==> src/rtl/sid_mixer_pkg.sv <==
// Shared types and constants for the SID voice mixer.
package sid_mixer_pkg;

  localparam int unsigned ACC_W_DEFAULT = 18;
  localparam int unsigned OUT_W_DEFAULT = 16;
  localparam int unsigned VOICE_W       = 12;
  localparam int unsigned VOL_W         = 4;

  localparam int SAT_MAX = 32767;
  localparam int SAT_MIN = -32768;

  typedef enum logic [3:0] {
    StIdle,
    StSumV1,
    StSumV2,
    StSumV3,
    StSumExt,
    StRoute,
    StWaitFilt,
    StMix,
    StScale
  } mix_state_e;

endpackage

==> src/rtl/sid_mixer_sat.sv <==
// Signed saturating narrower: clamps a wide two's-complement value into OUT_W bits.
module sid_mixer_sat #(
  parameter int unsigned IN_W  = 21,
  parameter int unsigned OUT_W = 16
) (
  input  logic signed [IN_W-1:0]  in_i,
  output logic signed [OUT_W-1:0] out_o
);

  // Bits from the output sign position upward must all agree for the value to fit.
  logic [IN_W-OUT_W:0] top_bits;
  assign top_bits = in_i[IN_W-1:OUT_W-1];

  // Pass through when in range, otherwise clamp toward the sign of the input.
  always_comb begin
    out_o = in_i[OUT_W-1:0];
    if (!((&top_bits) || !(|top_bits))) begin
      out_o = in_i[IN_W-1] ? {1'b1, {(OUT_W-1){1'b0}}} : {1'b0, {(OUT_W-1){1'b1}}};
    end
  end

endmodule

==> src/rtl/sid_voice_mixer.sv <==
// Time-multiplexed SID voice mixer: routes voices to the filter, recombines the
// filter return with the direct path, applies master volume and saturates.
// Optional external input enabled by defining SID_MIXER_EXT_IN_EN.
module sid_voice_mixer
  import sid_mixer_pkg::*;
#(
  parameter int unsigned ACC_W = ACC_W_DEFAULT,
  parameter int unsigned OUT_W = OUT_W_DEFAULT
) (
  input  logic                      clock,
  input  logic                      reset,
  input  logic                      ce_1m,
  input  logic signed [VOICE_W-1:0] voice1,
  input  logic signed [VOICE_W-1:0] voice2,
  input  logic signed [VOICE_W-1:0] voice3,
  input  logic [7:0]                res_filt,
  input  logic [7:0]                mode_vol,
`ifdef SID_MIXER_EXT_IN_EN
  input  logic signed [VOICE_W-1:0] ext_in,
`endif
  output logic signed [OUT_W-1:0]   filt_in,
  output logic                      filt_in_valid,
  input  logic signed [OUT_W-1:0]   filt_out,
  input  logic                      filt_done,
  output logic signed [OUT_W-1:0]   audio_out,
  output logic                      audio_valid,
  output logic                      overrun,
  output logic                      busy
);

  localparam int unsigned ProdW = ACC_W + VOL_W + 1;
  localparam int unsigned ScalW = ProdW - 2;

  mix_state_e state_q, state_d;

  logic signed [VOICE_W-1:0] v1_q, v2_q, v3_q;
  logic [3:0]                route_q;
  logic                      three_off_q;
  logic [VOL_W-1:0]          vol_q;
`ifdef SID_MIXER_EXT_IN_EN
  logic signed [VOICE_W-1:0] ext_q;
`endif

  logic signed [ACC_W-1:0] acc_f_q, acc_f_d, acc_d_q, acc_d_d;
  logic signed [OUT_W-1:0] fret_q, fret_d;

  logic signed [ACC_W-1:0] src;
  logic                    src_routed, src_en;

  logic signed [ACC_W-1:0] mix;
  logic signed [VOL_W:0]   vol_s;
  logic signed [ProdW-1:0] prod;
  logic signed [ScalW-1:0] scaled;
  logic signed [OUT_W-1:0] sat_val;

  logic signed [OUT_W-1:0] filt_in_q, audio_out_q;
  logic                    filt_in_valid_q, audio_valid_q, overrun_q, busy_q;

`ifdef SID_MIXER_EXT_IN_EN
  logic [6:0] unused_bits;
  assign unused_bits = {res_filt[7:4], mode_vol[6:4]};
`else
  logic [7:0] unused_bits;
  assign unused_bits = {res_filt[7:3], mode_vol[6:4]};
`endif

  // Sequencer: one source per SUM state, then filter handshake, mix and scale.
  always_comb begin
    state_d    = state_q;
    acc_f_d    = acc_f_q;
    acc_d_d    = acc_d_q;
    fret_d     = fret_q;
    src        = '0;
    src_routed = 1'b0;
    src_en     = 1'b0;
    unique case (state_q)
      StIdle: begin
        if (ce_1m) begin
          acc_f_d = '0;
          acc_d_d = '0;
          state_d = StSumV1;
        end
      end
      StSumV1: begin
        src        = {{(ACC_W-VOICE_W){v1_q[VOICE_W-1]}}, v1_q};
        src_routed = route_q[0];
        src_en     = 1'b1;
        state_d    = StSumV2;
      end
      StSumV2: begin
        src        = {{(ACC_W-VOICE_W){v2_q[VOICE_W-1]}}, v2_q};
        src_routed = route_q[1];
        src_en     = 1'b1;
        state_d    = StSumV3;
      end
      StSumV3: begin
        src        = {{(ACC_W-VOICE_W){v3_q[VOICE_W-1]}}, v3_q};
        src_routed = route_q[2];
        // 3OFF only mutes voice 3 on the direct path.
        src_en     = route_q[2] | ~three_off_q;
        state_d    = StSumExt;
      end
      StSumExt: begin
`ifdef SID_MIXER_EXT_IN_EN
        src        = {{(ACC_W-VOICE_W){ext_q[VOICE_W-1]}}, ext_q};
        src_routed = route_q[3];
        src_en     = 1'b1;
`endif
        state_d    = StRoute;
      end
      StRoute: state_d = StWaitFilt;
      StWaitFilt: begin
        if (filt_done) begin
          fret_d  = filt_out;
          state_d = StMix;
        end else if (ce_1m) begin
          // A new tick forces the pending sample out with a silent filter return.
          fret_d  = '0;
          state_d = StMix;
        end
      end
      StMix:   state_d = StScale;
      StScale: state_d = StIdle;
      default: state_d = StIdle;
    endcase
    if (src_en) begin
      if (src_routed) acc_f_d = acc_f_q + src;
      else            acc_d_d = acc_d_q + src;
    end
  end

  // Mix and volume datapath, evaluated while in MIX so the result registers on entry to SCALE.
  always_comb begin
    mix    = acc_d_q + {{(ACC_W-OUT_W){fret_q[OUT_W-1]}}, fret_q};
    vol_s  = {1'b0, vol_q};
    prod   = ProdW'(mix) * ProdW'(vol_s);
    scaled = prod[ProdW-1:2];
  end

  sid_mixer_sat #(
    .IN_W  (ScalW),
    .OUT_W (OUT_W)
  ) u_sat (
    .in_i  (scaled),
    .out_o (sat_val)
  );

  // State, snapshot and registered-output update with synchronous active-low reset.
  always_ff @(posedge clock) begin
    if (!reset) begin
      state_q         <= StIdle;
      v1_q            <= '0;
      v2_q            <= '0;
      v3_q            <= '0;
      route_q         <= '0;
      three_off_q     <= 1'b0;
      vol_q           <= '0;
`ifdef SID_MIXER_EXT_IN_EN
      ext_q           <= '0;
`endif
      acc_f_q         <= '0;
      acc_d_q         <= '0;
      fret_q          <= '0;
      filt_in_q       <= '0;
      filt_in_valid_q <= 1'b0;
      audio_out_q     <= '0;
      audio_valid_q   <= 1'b0;
      overrun_q       <= 1'b0;
      busy_q          <= 1'b0;
    end else begin
      state_q <= state_d;
      acc_f_q <= acc_f_d;
      acc_d_q <= acc_d_d;
      fret_q  <= fret_d;
      if (state_q == StIdle && ce_1m) begin
        v1_q        <= voice1;
        v2_q        <= voice2;
        v3_q        <= voice3;
        route_q     <= res_filt[3:0];
        three_off_q <= mode_vol[7];
        vol_q       <= mode_vol[VOL_W-1:0];
`ifdef SID_MIXER_EXT_IN_EN
        ext_q       <= ext_in;
`endif
      end
      // Present the routed sum for the whole ROUTE cycle.
      filt_in_valid_q <= (state_q == StSumExt);
      if (state_q == StSumExt) filt_in_q <= acc_f_d[OUT_W-1:0];
      audio_valid_q <= (state_q == StMix);
      if (state_q == StMix) audio_out_q <= sat_val;
      overrun_q <= ce_1m && (state_q != StIdle);
      busy_q    <= (state_d != StIdle);
    end
  end

  assign filt_in       = filt_in_q;
  assign filt_in_valid = filt_in_valid_q;
  assign audio_out     = audio_out_q;
  assign audio_valid   = audio_valid_q;
  assign overrun       = overrun_q;
  assign busy          = busy_q;

endmodule
==> config.mk <==
export PLATFORM = sky130hd
export DESIGN_NAME = sid_voice_mixer
export DESIGN_NICKNAME = d
export VERILOG_FILES = /design/src/rtl/sid_mixer_pkg.sv /design/src/rtl/sid_mixer_sat.sv /design/src/rtl/sid_voice_mixer.sv
export SDC_FILE = /design/constraint.sdc
export NUM_CORES = 1
export LEC_CHECK = 0
export BUFFER_PORTS_ARGS = -buffer_cell sky130_fd_sc_hd__buf_2
export CELL_PAD_IN_SITES_DETAIL_PLACEMENT = 0
export CELL_PAD_IN_SITES_GLOBAL_PLACEMENT = 1
export CORE_ASPECT_RATIO = 0.5
export CORE_MARGIN = 10
export CORE_UTILIZATION = 48
export CTS_BUF_LIST = sky130_fd_sc_hd__clkbuf_16
export CTS_CLUSTER_DIAMETER = 40
export CTS_CLUSTER_SIZE = 14
export DETAILED_ROUTE_END_ITERATION = 8
export PLACE_DENSITY = 0.9
export SYNTH_ARGS = -nofsm -noshare
export SYNTH_HDL_FRONTEND = slang
export SYNTH_SLANG_ARGS = --single-unit
==> constraint.sdc <==
create_clock -name clock -period 13.1 [get_ports clock]
set_clock_uncertainty 0.2 [all_clocks]
set_input_delay 0.655 -clock clock [delete_from_list [all_inputs] [get_ports clock]]
set_output_delay 0.655 -clock clock [all_outputs]
set_load 0.05 [all_outputs]
### Word-level counts from Yosys, hierarchy flattened

Index checks and enable logic that the tools add are counted.

* bits in registers: 136
* input bits: 72
* output and inout port bits: 36

* reduce and logical (&&, ||, !) cells: 12
* add/subtract/negate cells: 3
* equal/unequal tests: 7
* muxes and demuxes: 19
* multiply operators: 1
* bitwise logic cells: 2

Operator list (number)
* 18-bit 2-to-1 mux: 8
* 16-bit 2-to-1 mux: 4
* 18-bit adder: 3
* 18-bit case mux with 3 select lines: 1
* 4-bit case mux with 8 select lines: 1
* 18-bit by 5-bit multiplier with 23-bit output: 1
* 4-bit by 3-bit == test with 1-bit output, second input constant: 4
* 4-bit 2-to-1 mux: 3
* 4-bit by 2-bit == test with 1-bit output, second input constant: 2
* 4-bit nonzero test: 2
* 6-bit AND reduction: 1
* 6-bit OR reduction: 1
* 4-bit by 1-bit == test with 1-bit output, second input constant: 1
* 4-bit logical NOT: 1
* 1-bit case mux with 3 select lines: 1
* 1-bit logical AND: 2
* 1-bit case mux with 2 select lines: 1
* 2-bit AND reduction: 1
* 2-bit nonzero test: 1
* 2-bit OR reduction: 1
* 1-bit logical NOT: 1
* 1-bit logical OR: 1
* 1-bit inverter: 1
* 1-bit bitwise OR: 1

### Longest topological paths before layout

Gate-level depths: netlist of the first run.

* depth in word-level cells: 6
* mapped depth: 30
* mapped depth without buffers: 28

### By module

From an unflattened synthesis of the first run, not the netlist that was laid out.

* cell total of the unflattened synthesis: 1283
* area total of the unflattened synthesis: 10199.8 sq um

By module, submodules not included
* sid_voice_mixer: sequential area each 2682.6 sq um, cells each 1257, times used 1, area an instance 9999.6 sq um
* sid_mixer_sat: sequential area each 0.0 sq um, cells each 26, times used 1, area an instance 200.2 sq um

### Least setup slack after synthesis of the first run

No wires, ideal clock.

* path type: register -> register
* from: register acc_d_q[0]
* to: register audio_out_q[10], in the netlist audio_out[10]
* arrival: 5929 ps
* cell stages (with the launch flop): 30
* slack: 6912 ps
* required time: 12841 ps
* period minus slack after synthesis: 6188 ps
* path buffers: 2
* cells stage by stage: dfxtp_1 > ha_1 > fa_1 > a21o_1 > a21oi_1 > o21bai_1 > a21oi_1 > o21ai_0 > a21oi_1 > a21oi_1 > a21oi_1 > xnor2_1 > and2_1 > ha_1 > fa_1 > inv_1 > fa_1 > inv_1 > ha_1 > buf_4 > a21oi_1 > nand2_1 > nand4_1 > o211ai_1 > a21oi_1 > xnor2_1 > xnor2_2 > a22oi_1 > buf_4 > o221a_2

* word-level cells in the longest chain between the ends: 6

RTL lines
* start: declaration: line sid_voice_mixer.sv:44 `logic signed [ACC_W-1:0] acc_f_q, acc_f_d, acc_d_q, acc_d_d;`
* start signal: assignment: line sid_voice_mixer.sv:162 `acc_d_q <= '0;`
* start signal: assignment: line sid_voice_mixer.sv:173 `acc_d_q <= acc_d_d;`
* 18-bit adder (*): line sid_voice_mixer.sv:134 `mix = acc_d_q + {{(ACC_W-OUT_W){fret_q[OUT_W-1]}}, fret_q};`
* 18-bit by 5-bit multiplier with 23-bit output (*): line sid_voice_mixer.sv:136 `prod = ProdW'(mix) * ProdW'(vol_s);`
* 6-bit OR reduction: line sid_mixer_sat.sv:17 `if (!((&top_bits) || !(|top_bits))) begin`
* 1-bit logical NOT: line sid_mixer_sat.sv:17
* 1-bit logical OR: line sid_mixer_sat.sv:17
* 16-bit 2-to-1 mux (*): line sid_mixer_sat.sv:17
* end signal: assignment: line sid_voice_mixer.sv:190 `if (state_q == StMix) audio_out_q <= sat_val;`
* end: declaration: line sid_voice_mixer.sv:56 `logic signed [OUT_W-1:0] filt_in_q, audio_out_q;`

Every way passes the cells marked *; elsewhere a longest branch is shown, timed or not.
A chain may end at the register's enable or synchronous reset.

### Worst setup path in the final report of the first run

* from: register acc_d_q[0]
* to: register audio_out_q[0], in the netlist audio_out[0]

The elaborated chain is that of the path after synthesis.

==> flow_metrics.env, run 1 <==
export IMPL_num_rows=37
export IMPL_clkSlewWorstSetupHoldPaths_ns=0.06
export IMPL_tritoncts_num_sinks=134
export IMPL_min_path_type="reg -> reg"
export IMPL_postSynth_asyncResetShare_pct=0
export IMPL_route_vias_total=8419
export IMPL_critical_path_endpoint_type="register"
export IMPL_power_ir_vdd_worst_uv=93.6
export IMPL_remaining_drc_errors=0
export IMPL_post_cts_repair_setup_buffers=0
export IMPL_post_cts_hold_buffer_count=0
export IMPL_mappedNetlistArea_um2=9910
export IMPL_grt_first_pass_wirelength_um=39500
export IMPL_antenna_left=0
export IMPL_post_route_min_period_ns=7.44
export IMPL_critPathArrivalTime_ns=7.60
export IMPL_crit_fanout=15
export IMPL_synth_warning_count=0
export IMPL_nets=1494
export IMPL_fp_dieH_um=122
export IMPL_synth_top_flop_cell="sky130_fd_sc_hd__dfxtp_1"
export IMPL_worst_path_largest_cell_delay_ns=0.88
export IMPL_layout_area_overhead_vs_synth_pct=12.4
export IMPL_global_route_usage_total_pct=17.3
export IMPL_first_iter_violations=445
export IMPL_finalMaxSlewViolations=0
export IMPL_via_count_of_the_first_global_routing_pass=8247
export IMPL_initial_antenna_violation_count=0
export IMPL_clock_path_buffers=2
export IMPL_slew_headroom_pct=24.5
export IMPL_final_hold_viol_count=0
export IMPL_place_hpwl_um=17800
export IMPL_fin_setup_tns_ns=0
export IMPL_place_port_buffers=99
export IMPL_number_of_gates_resized_after_cts=0
export IMPL_fp_dieW_um=223
export IMPL_ys_ff_latch=134
export IMPL_outcome="completed"
export IMPL_worst_pin_slew_ns=1.13
export IMPL_power_density_nw_per_um2=91.9
export IMPL_synth_enable_flop_cells=0
export IMPL_filler_cell_count=1909
export IMPL_wire_per_inst_um=15.0
export IMPL_critPathKind="reg -> reg"
export IMPL_final_design_area_no_fill_um2=11100
export IMPL_boundary_pins=108
export IMPL_placed_cells_incl_taps=1544
export IMPL_pin_count_of_the_biggest_net_entering_global_routing=79
export IMPL_placement_setup_worst_slack_ns=5.73
export IMPL_critPathRequiredTime_ns=13.27
export IMPL_gp_congestion=0.870
export IMPL_finalSetupViolCount=0
export IMPL_max_cap_violations=0
export IMPL_detail_route_wirelength_um=23600
export IMPL_multi_input_gate_area_um2=6620
export IMPL_tritoncts="done"
export IMPL_floorplan_initialDensity_pct=48.5
export IMPL_max_clock_freq_mhz=134
export IMPL_antennaDiodeCount=0
export IMPL_ys_types=69
export IMPL_cellLeakagePower_nw=5.21
export IMPL_final_cell_count_no_fill=1576
export IMPL_cts_root_buffer_type="sky130_fd_sc_hd__clkbuf_16"
export IMPL_timing_final_crit_share_pct=56.8
export IMPL_postSynthNetCount=1425
export IMPL_reg_to_reg_setup_timing_slack_ns=5.66
export IMPL_viasPerCell=5.34
export IMPL_syn_area_per_cell_um2=8.11
export IMPL_clkLatencyLatePin_ns=0.43
export IMPL_synth_cells=1221
export IMPL_core_area_um2=20400
export IMPL_synth_seq_area_share_pct=27.1
export IMPL_drt_pass1_iter_count=5
export IMPL_worstSetupStartpointType="register"
export IMPL_register_area_um2=2680
export IMPL_die_area_um2=27100
export IMPL_cts_htree_levels=4
export IMPL_grt_remaining_overflow=0
export IMPL_post_route_cells_drive_above_1_share_pct=14.2
export IMPL_smallest_setup_slack_after_layout_ns=5.66
export IMPL_total_power_w=0.00102
export IMPL_numCtsBuffers=17
export IMPL_crit_slowest_cell="sky130_fd_sc_hd__a22oi_1"
export IMPL_post_dp_cell_area_um2=10600
export IMPL_grt_setup_unrepaired="no"
export IMPL_timing_critical_path_mode_cell="sky130_fd_sc_hd__a21oi_1"
[final cells by class]
cell class | instances | area share [%]
clock inverters | 15 | 1.35
repair buffers | 106 | 4.92
multi-input cells | 933 | 59.4
flip-flops and latches | 134 | 24.1
inverters | 98 | 3.32
clock buffers | 17 | 3.82
well taps | 273 | 3.07
[power by group]
part	internal [W]	total (W)	switching (W)
Sequential	0.000422	0.000433	0.0000111
Combinational	0.0000379	0.000112	0.0000739
Clock	0.000281	0.000479	0.000198
[Yosys cell counts (8+ instances only)]
cell type / number / share of area, %
sky130_fd_sc_hd__nand2_1: 150 / 5.7
sky130_fd_sc_hd__xnor2_1: 35 / 3.1
sky130_fd_sc_hd__a31oi_1: 21 / 1.3
sky130_fd_sc_hd__ha_1: 92 / 12
sky130_fd_sc_hd__inv_1: 97 / 3.7
sky130_fd_sc_hd__a21o_1: 13 / 0.99
sky130_fd_sc_hd__nor2_1: 108 / 4.1
sky130_fd_sc_hd__nand3_1: 33 / 1.7
sky130_fd_sc_hd__dfxtp_1: 134 / 27
sky130_fd_sc_hd__a22oi_1: 29 / 2.2
sky130_fd_sc_hd__nor3_1: 18 / 0.91
sky130_fd_sc_hd__xor2_1: 22 / 1.9
sky130_fd_sc_hd__nor2b_1: 14 / 0.88
sky130_fd_sc_hd__mux2_2: 14 / 1.6
sky130_fd_sc_hd__and2_1: 55 / 3.5
sky130_fd_sc_hd__o221a_2: 13 / 1.5
sky130_fd_sc_hd__a211oi_1: 8 / 0.61
sky130_fd_sc_hd__clkbuf_1: 45 / 1.7
sky130_fd_sc_hd__fa_1: 40 / 8.1
sky130_fd_sc_hd__nand4_1: 11 / 0.69
sky130_fd_sc_hd__o21ai_0: 41 / 2.1
sky130_fd_sc_hd__a21oi_1: 113 / 5.7
sky130_fd_sc_hd__and3_1: 13 / 0.82
sky130_fd_sc_hd__nand2b_1: 15 / 0.95
[sequential cells by signal, summed over array words and instances (netlist names), 4 cells and up]
register   cells
acc_d_q       18
acc_f_q       16
audio_out     16
filt_in       16
fret_q        16
v1_q          12
v2_q          12
v3_q          12
state_q        4
vol_q          4
[metrics by stage]
stage | util [%] | hold WS [ns]
after floorplan | - | 0.232
after global placement | 51.7 | 0.243
after detailed placement | 51.7 | 0.246
after CTS | 54.5 | 0.240
after global routing | 54.5 | 0.245
final | 54.5 | 0.252
[worst max-delay path, delay by kind of cell (launching register included)]
kind                       cells  cell delay (ns)
adders and majority gates      6             2.25
buffers and inverters          2             0.10
xor gates and xnor gates       1             0.23
DFF                            1             0.36
and+or+nand+nor                4             0.48
AOI/OAI and AO/OA             15             3.75
[layer usage]
layer  share of wire (%)  global-route usage [%]  vias up
li1                    -                       -     4333
met1                  48                    21.9     3919
met2                  47                    29.1      136
met3                 3.7                    3.80       31
met4                 1.8                    5.41        0
met5                   0                       0        -
[cells by family (layout without fill, tap and decap cells)]
logic type | count (synthesis) | count (layout) | synth area share (%)
adder cells (fa/ha/maj) | 132 | 132 | 19.7
XOR/XNOR | 58 | 58 | 5.20
flip-flops | 134 | 134 | 27.1
AO/OA/AOI/OAI | 284 | 284 | 18.7
buffers and inverters | 154 | 236 | 6.24
AND/OR/NAND/NOR | 439 | 439 | 20.8
multiplexers | 20 | 20 | 2.25
[cell usage in the layout, fill, tap and decap left out, types with 8 or more instances in the layout]
| cell | netlist | routed |
|---|---|---|
| sky130_fd_sc_hd__a211oi_1 | 8 | 8 |
| sky130_fd_sc_hd__a21o_1 | 13 | 13 |
| sky130_fd_sc_hd__a21oi_1 | 113 | 113 |
| sky130_fd_sc_hd__a22oi_1 | 29 | 29 |
| sky130_fd_sc_hd__a31oi_1 | 21 | 21 |
| sky130_fd_sc_hd__and2_1 | 55 | 55 |
| sky130_fd_sc_hd__and3_1 | 13 | 13 |
| sky130_fd_sc_hd__buf_2 | 0 | 99 |
| sky130_fd_sc_hd__clkbuf_16 | 0 | 17 |
| sky130_fd_sc_hd__dfxtp_1 | 134 | 134 |
| sky130_fd_sc_hd__fa_1 | 40 | 40 |
| sky130_fd_sc_hd__ha_1 | 92 | 92 |
| sky130_fd_sc_hd__inv_1 | 97 | 98 |
| sky130_fd_sc_hd__mux2_2 | 14 | 14 |
| sky130_fd_sc_hd__nand2_1 | 150 | 150 |
| sky130_fd_sc_hd__nand2b_1 | 15 | 15 |
| sky130_fd_sc_hd__nand3_1 | 33 | 32 |
| sky130_fd_sc_hd__nand4_1 | 11 | 11 |
| sky130_fd_sc_hd__nor2_1 | 108 | 108 |
| sky130_fd_sc_hd__nor2b_1 | 14 | 14 |
| sky130_fd_sc_hd__nor3_1 | 18 | 17 |
| sky130_fd_sc_hd__o21ai_0 | 41 | 41 |
| sky130_fd_sc_hd__o221a_2 | 13 | 13 |
| sky130_fd_sc_hd__xnor2_1 | 35 | 35 |
| sky130_fd_sc_hd__xor2_1 | 22 | 22 |
[worst paths after layout]
path	startpoint	endpoint	cells past startpoint
setup / recovery	acc_d_q[0]	audio_out[0]	28
hold / removal	v3_q[4]	v3_q[4]	2
setup reg to reg	acc_d_q[0]	audio_out[0]	28
hold reg to reg	v3_q[4]	v3_q[4]	2
No activity file was read; power rests on OpenSTA's default activity.
==> run 2: changes to the inputs <==
--- a/config.mk
+++ b/config.mk
@@ -10,12 +10,12 @@
 export CELL_PAD_IN_SITES_GLOBAL_PLACEMENT = 1
 export CORE_ASPECT_RATIO = 0.5
 export CORE_MARGIN = 10
-export CORE_UTILIZATION = 48
+export CORE_UTILIZATION = 41
 export CTS_BUF_LIST = sky130_fd_sc_hd__clkbuf_16
 export CTS_CLUSTER_DIAMETER = 40
 export CTS_CLUSTER_SIZE = 14
 export DETAILED_ROUTE_END_ITERATION = 8
-export PLACE_DENSITY = 0.9
+export PLACE_DENSITY = 0.82
 export SYNTH_ARGS = -nofsm -noshare
 export SYNTH_HDL_FRONTEND = slang
 export SYNTH_SLANG_ARGS = --single-unit
==> constraint.sdc (replaced) <==
create_clock -name clock -period 6.14 [get_ports clock]
set_clock_uncertainty 0.2 [all_clocks]
set_input_delay 0.307 -clock clock [delete_from_list [all_inputs] [get_ports clock]]
set_output_delay 0.307 -clock clock [all_outputs]
set_load 0.05 [all_outputs]
==> run 2 against run 1 <==
  * Cell count increased by 11%
  * Register-to-register slack got worse by 5.5 ns
  * Die area increased by 15%
  * Via count increased by 7.3%
  * Combinational power increased to 2.5 times the previous value
  * Critical path type unchanged
  * Largest power group unchanged
==> flow_metrics.env, run 2 (synthesis results as in run 1) <==
export IMPL_outcome="completed"
export IMPL_finalMaxSlewViolations=0
export IMPL_grt_remaining_overflow=0
export IMPL_hold_start="filt_done"
export IMPL_critPathArrivalTime_ns=6.20
export IMPL_place_hpwl_um=18800
export IMPL_worst_pin_slew_ns=1.13
export IMPL_initial_antenna_violation_count=1
export IMPL_global_route_peak_usage_layer="met2"
export IMPL_clock_path_buffers=2
export IMPL_max_clock_freq_mhz=166
export IMPL_cts_htree_levels=4
export IMPL_total_power_w=0.00225
export IMPL_placement_setup_worst_slack_ns=-0.382
export IMPL_crit_fanout=8
export IMPL_critPathRequiredTime_ns=6.32
export IMPL_fp_dieH_um=130
export IMPL_detail_route_wirelength_um=26700
export IMPL_tritoncts_num_sinks=134
export IMPL_smallest_setup_slack_after_layout_ns=0.112
export IMPL_grt_util_met2_pct=30.9
export IMPL_power_density_nw_per_um2=176
export IMPL_via_count_of_the_first_global_routing_pass=9193
export IMPL_post_route_cells_drive_above_1_share_pct=22.8
export IMPL_register_area_um2=2690
export IMPL_tritoncts="done"
export IMPL_cts_root_buffer_type="sky130_fd_sc_hd__clkbuf_16"
export IMPL_core_area_um2=23900
export IMPL_gp_congestion=0.853
export IMPL_max_cap_violations=0
export IMPL_registers_top_by_ff_count="acc_d_q"
export IMPL_layout_commonest_cell="sky130_fd_sc_hd__nand2_1"
export IMPL_global_route_usage_met1_pct=21.0
export IMPL_crit_slowest_cell="sky130_fd_sc_hd__fa_1"
export IMPL_final_hold_viol_count=0
export IMPL_boundary_pins=108
export IMPL_filler_cell_count=2135
export IMPL_die_area_um2=31200
export IMPL_drt_pass1_iter_count=5
export IMPL_num_rows=40
export IMPL_timing_critical_path_mode_cell="sky130_fd_sc_hd__buf_4"
export IMPL_worstSetupStartpointType="register"
export IMPL_final_design_area_no_fill_um2=12800
export IMPL_floorplan_initialDensity_pct=41.5
export IMPL_grt_first_pass_wirelength_um=44300
export IMPL_clkLatencyLatePin_ns=0.44
export IMPL_worst_path_largest_cell_delay_ns=0.54
export IMPL_mostFrequentLayoutCells="sky130_fd_sc_hd__nand2_1 (149), sky130_fd_sc_hd__dfxtp_1 (131), sky130_fd_sc_hd__nor2_1 (103)"
export IMPL_timing_final_crit_share_pct=98.2
export IMPL_min_path_type="in -> reg"
export IMPL_antenna_left=0
export IMPL_grt_setup_unrepaired="yes"
export IMPL_multi_input_gate_area_um2=7060
export IMPL_delay_heaviest_family_cp="adder cells"
export IMPL_layout_area_overhead_vs_synth_pct=29.1
export IMPL_hold_depth=5
export IMPL_place_port_buffers=99
export IMPL_critPathKind="reg -> reg"
export IMPL_pin_count_of_the_biggest_net_entering_global_routing=69
export IMPL_worst_r2r_endpoint="audio_out[1]"
export IMPL_critical_path_n_buffers_inverters=7
export IMPL_global_route_usage_total_pct=17.3
export IMPL_clkSlewWorstSetupHoldPaths_ns=0.06
export IMPL_post_route_min_period_ns=6.03
export IMPL_remaining_drc_errors=0
export IMPL_min_to="state_q[0]"
export IMPL_wire_per_inst_um=15.3
export IMPL_critical_path_endpoint_type="register"
export IMPL_reg_to_reg_setup_timing_slack_ns=0.11
export IMPL_worstReg2RegStart="acc_d_q[1]"
export IMPL_post_dp_cell_area_um2=11000
export IMPL_number_of_flip_flops_under_the_largest_register_name=18
export IMPL_finalSetupViolCount=0
export IMPL_slew_headroom_pct=24.4
export IMPL_first_iter_violations=589
export IMPL_numCtsBuffers=17
export IMPL_route_vias_total=9030
export IMPL_reg2reg_depth=26
export IMPL_fp_dieW_um=240
export IMPL_viasPerCell=5.16
export IMPL_cellLeakagePower_nw=5.83
export IMPL_nets=1624
export IMPL_grt_met3_usage_pct=2.90
export IMPL_power_ir_vdd_worst_uv=141
==> run 2: cell types whose count changed in the layout (fill, tap and decap cells not counted), moves of 13 or more <==
cell                            change
sky130_fd_sc_hd__a21oi_1           -17
sky130_fd_sc_hd__buf_4             +64
sky130_fd_sc_hd__dlygate4sd3_1     +61
sky130_fd_sc_hd__ha_4              +13
sky130_fd_sc_hd__a21oi_2           +16
sky130_fd_sc_hd__ha_1              -17
==> run 2: timing repair <==
action | in CTS | in global routing
cloned | 1 | 0
pin swaps | 28 | 31
buffers inserted | 13 | 3
resized for setup | 35 | 60
endpoints found under the hold margin | 62 | 0
hold buffers | 61 | 0
endpoints found under the setup margin | 15 | 16
==> run 2: worst max-delay path by stage <==
| stage | startpoint | endpoint | slack [ns] | cells after the start |
|---|---|---|---|---|
| detailed placement | acc_d_q[0] | audio_out[1] | -0.38 | 28 |
| global route | fret_q[0] | audio_out[1] | -0.16 | 29 |
| floorplan | acc_d_q[0] | audio_out[10] | 0.002 | 28 |
| finish | acc_d_q[1] | audio_out[1] | 0.11 | 26 |
| CTS | acc_d_q[3] | audio_out[1] | 0.003 | 27 |
| global placement | acc_d_q[0] | audio_out[12] | -0.21 | 25 |
==> run 2: final cells by class <==
| class | count | area share [%] |
|---|---|---|
| diodes | 1 | 0.0196 |
| clock buffers | 17 | 3.33 |
| clock inverters | 15 | 1.20 |
| inverters | 98 | 2.89 |
| multi-input cells | 933 | 55.2 |
| flip-flops and latches | 134 | 21.0 |
| well taps | 315 | 3.08 |
| repair buffers | 236 | 13.3 |
==> run 2: worst reg2reg max path: stages, from the launching register on <==
cell,delay [ns]
sky130_fd_sc_hd__dfxtp_2,0.33
sky130_fd_sc_hd__buf_4,0.16
sky130_fd_sc_hd__ha_4,0.24
sky130_fd_sc_hd__a21oi_4,0.15
sky130_fd_sc_hd__o21bai_1,0.12
sky130_fd_sc_hd__buf_4,0.16
sky130_fd_sc_hd__buf_4,0.12
sky130_fd_sc_hd__nor2_2,0.12
sky130_fd_sc_hd__xnor2_2,0.10
sky130_fd_sc_hd__and2_1,0.17
sky130_fd_sc_hd__ha_1,0.31
sky130_fd_sc_hd__fa_1,0.54
sky130_fd_sc_hd__inv_1,0.05
sky130_fd_sc_hd__fa_1,0.53
sky130_fd_sc_hd__inv_1,0.05
sky130_fd_sc_hd__ha_1,0.29
sky130_fd_sc_hd__and3_2,0.23
sky130_fd_sc_hd__a221oi_2,0.29
sky130_fd_sc_hd__a211oi_2,0.06
sky130_fd_sc_hd__buf_4,0.15
sky130_fd_sc_hd__o41ai_4,0.27
sky130_fd_sc_hd__o21ai_2,0.09
sky130_fd_sc_hd__mux2_4,0.30
sky130_fd_sc_hd__or3_4,0.38
sky130_fd_sc_hd__a31oi_4,0.21
sky130_fd_sc_hd__buf_6,0.16
sky130_fd_sc_hd__o221a_2,0.18
==> run 2: stage by stage <==
step	utilization [%]	TNS [ns]	std cells	hold WS, ns
final	53.5	0	1749	0.0982
after global routing	53.5	-1.98	1749	0.0980
after CTS	52.4	0	1747	0.0802
after detailed placement	46.2	-5.44	1640	0.247
after global placement	46.2	-3.14	1640	0.244
after floorplan	-	0	1221	0.223
==> run 2: power breakdown <==
part,switching (W),internal [W]
Clock,0.000439,0.000600
Sequential,0.0000282,0.000900
Combinational,0.000167,0.000115
==> run 2: per-layer routing <==
metal | vias up | share of wire (%)
li1 | 4590 | -
met1 | 4248 | 47
met2 | 158 | 49
met3 | 34 | 2.8
met4 | 0 | 1.7
met5 | - | 0
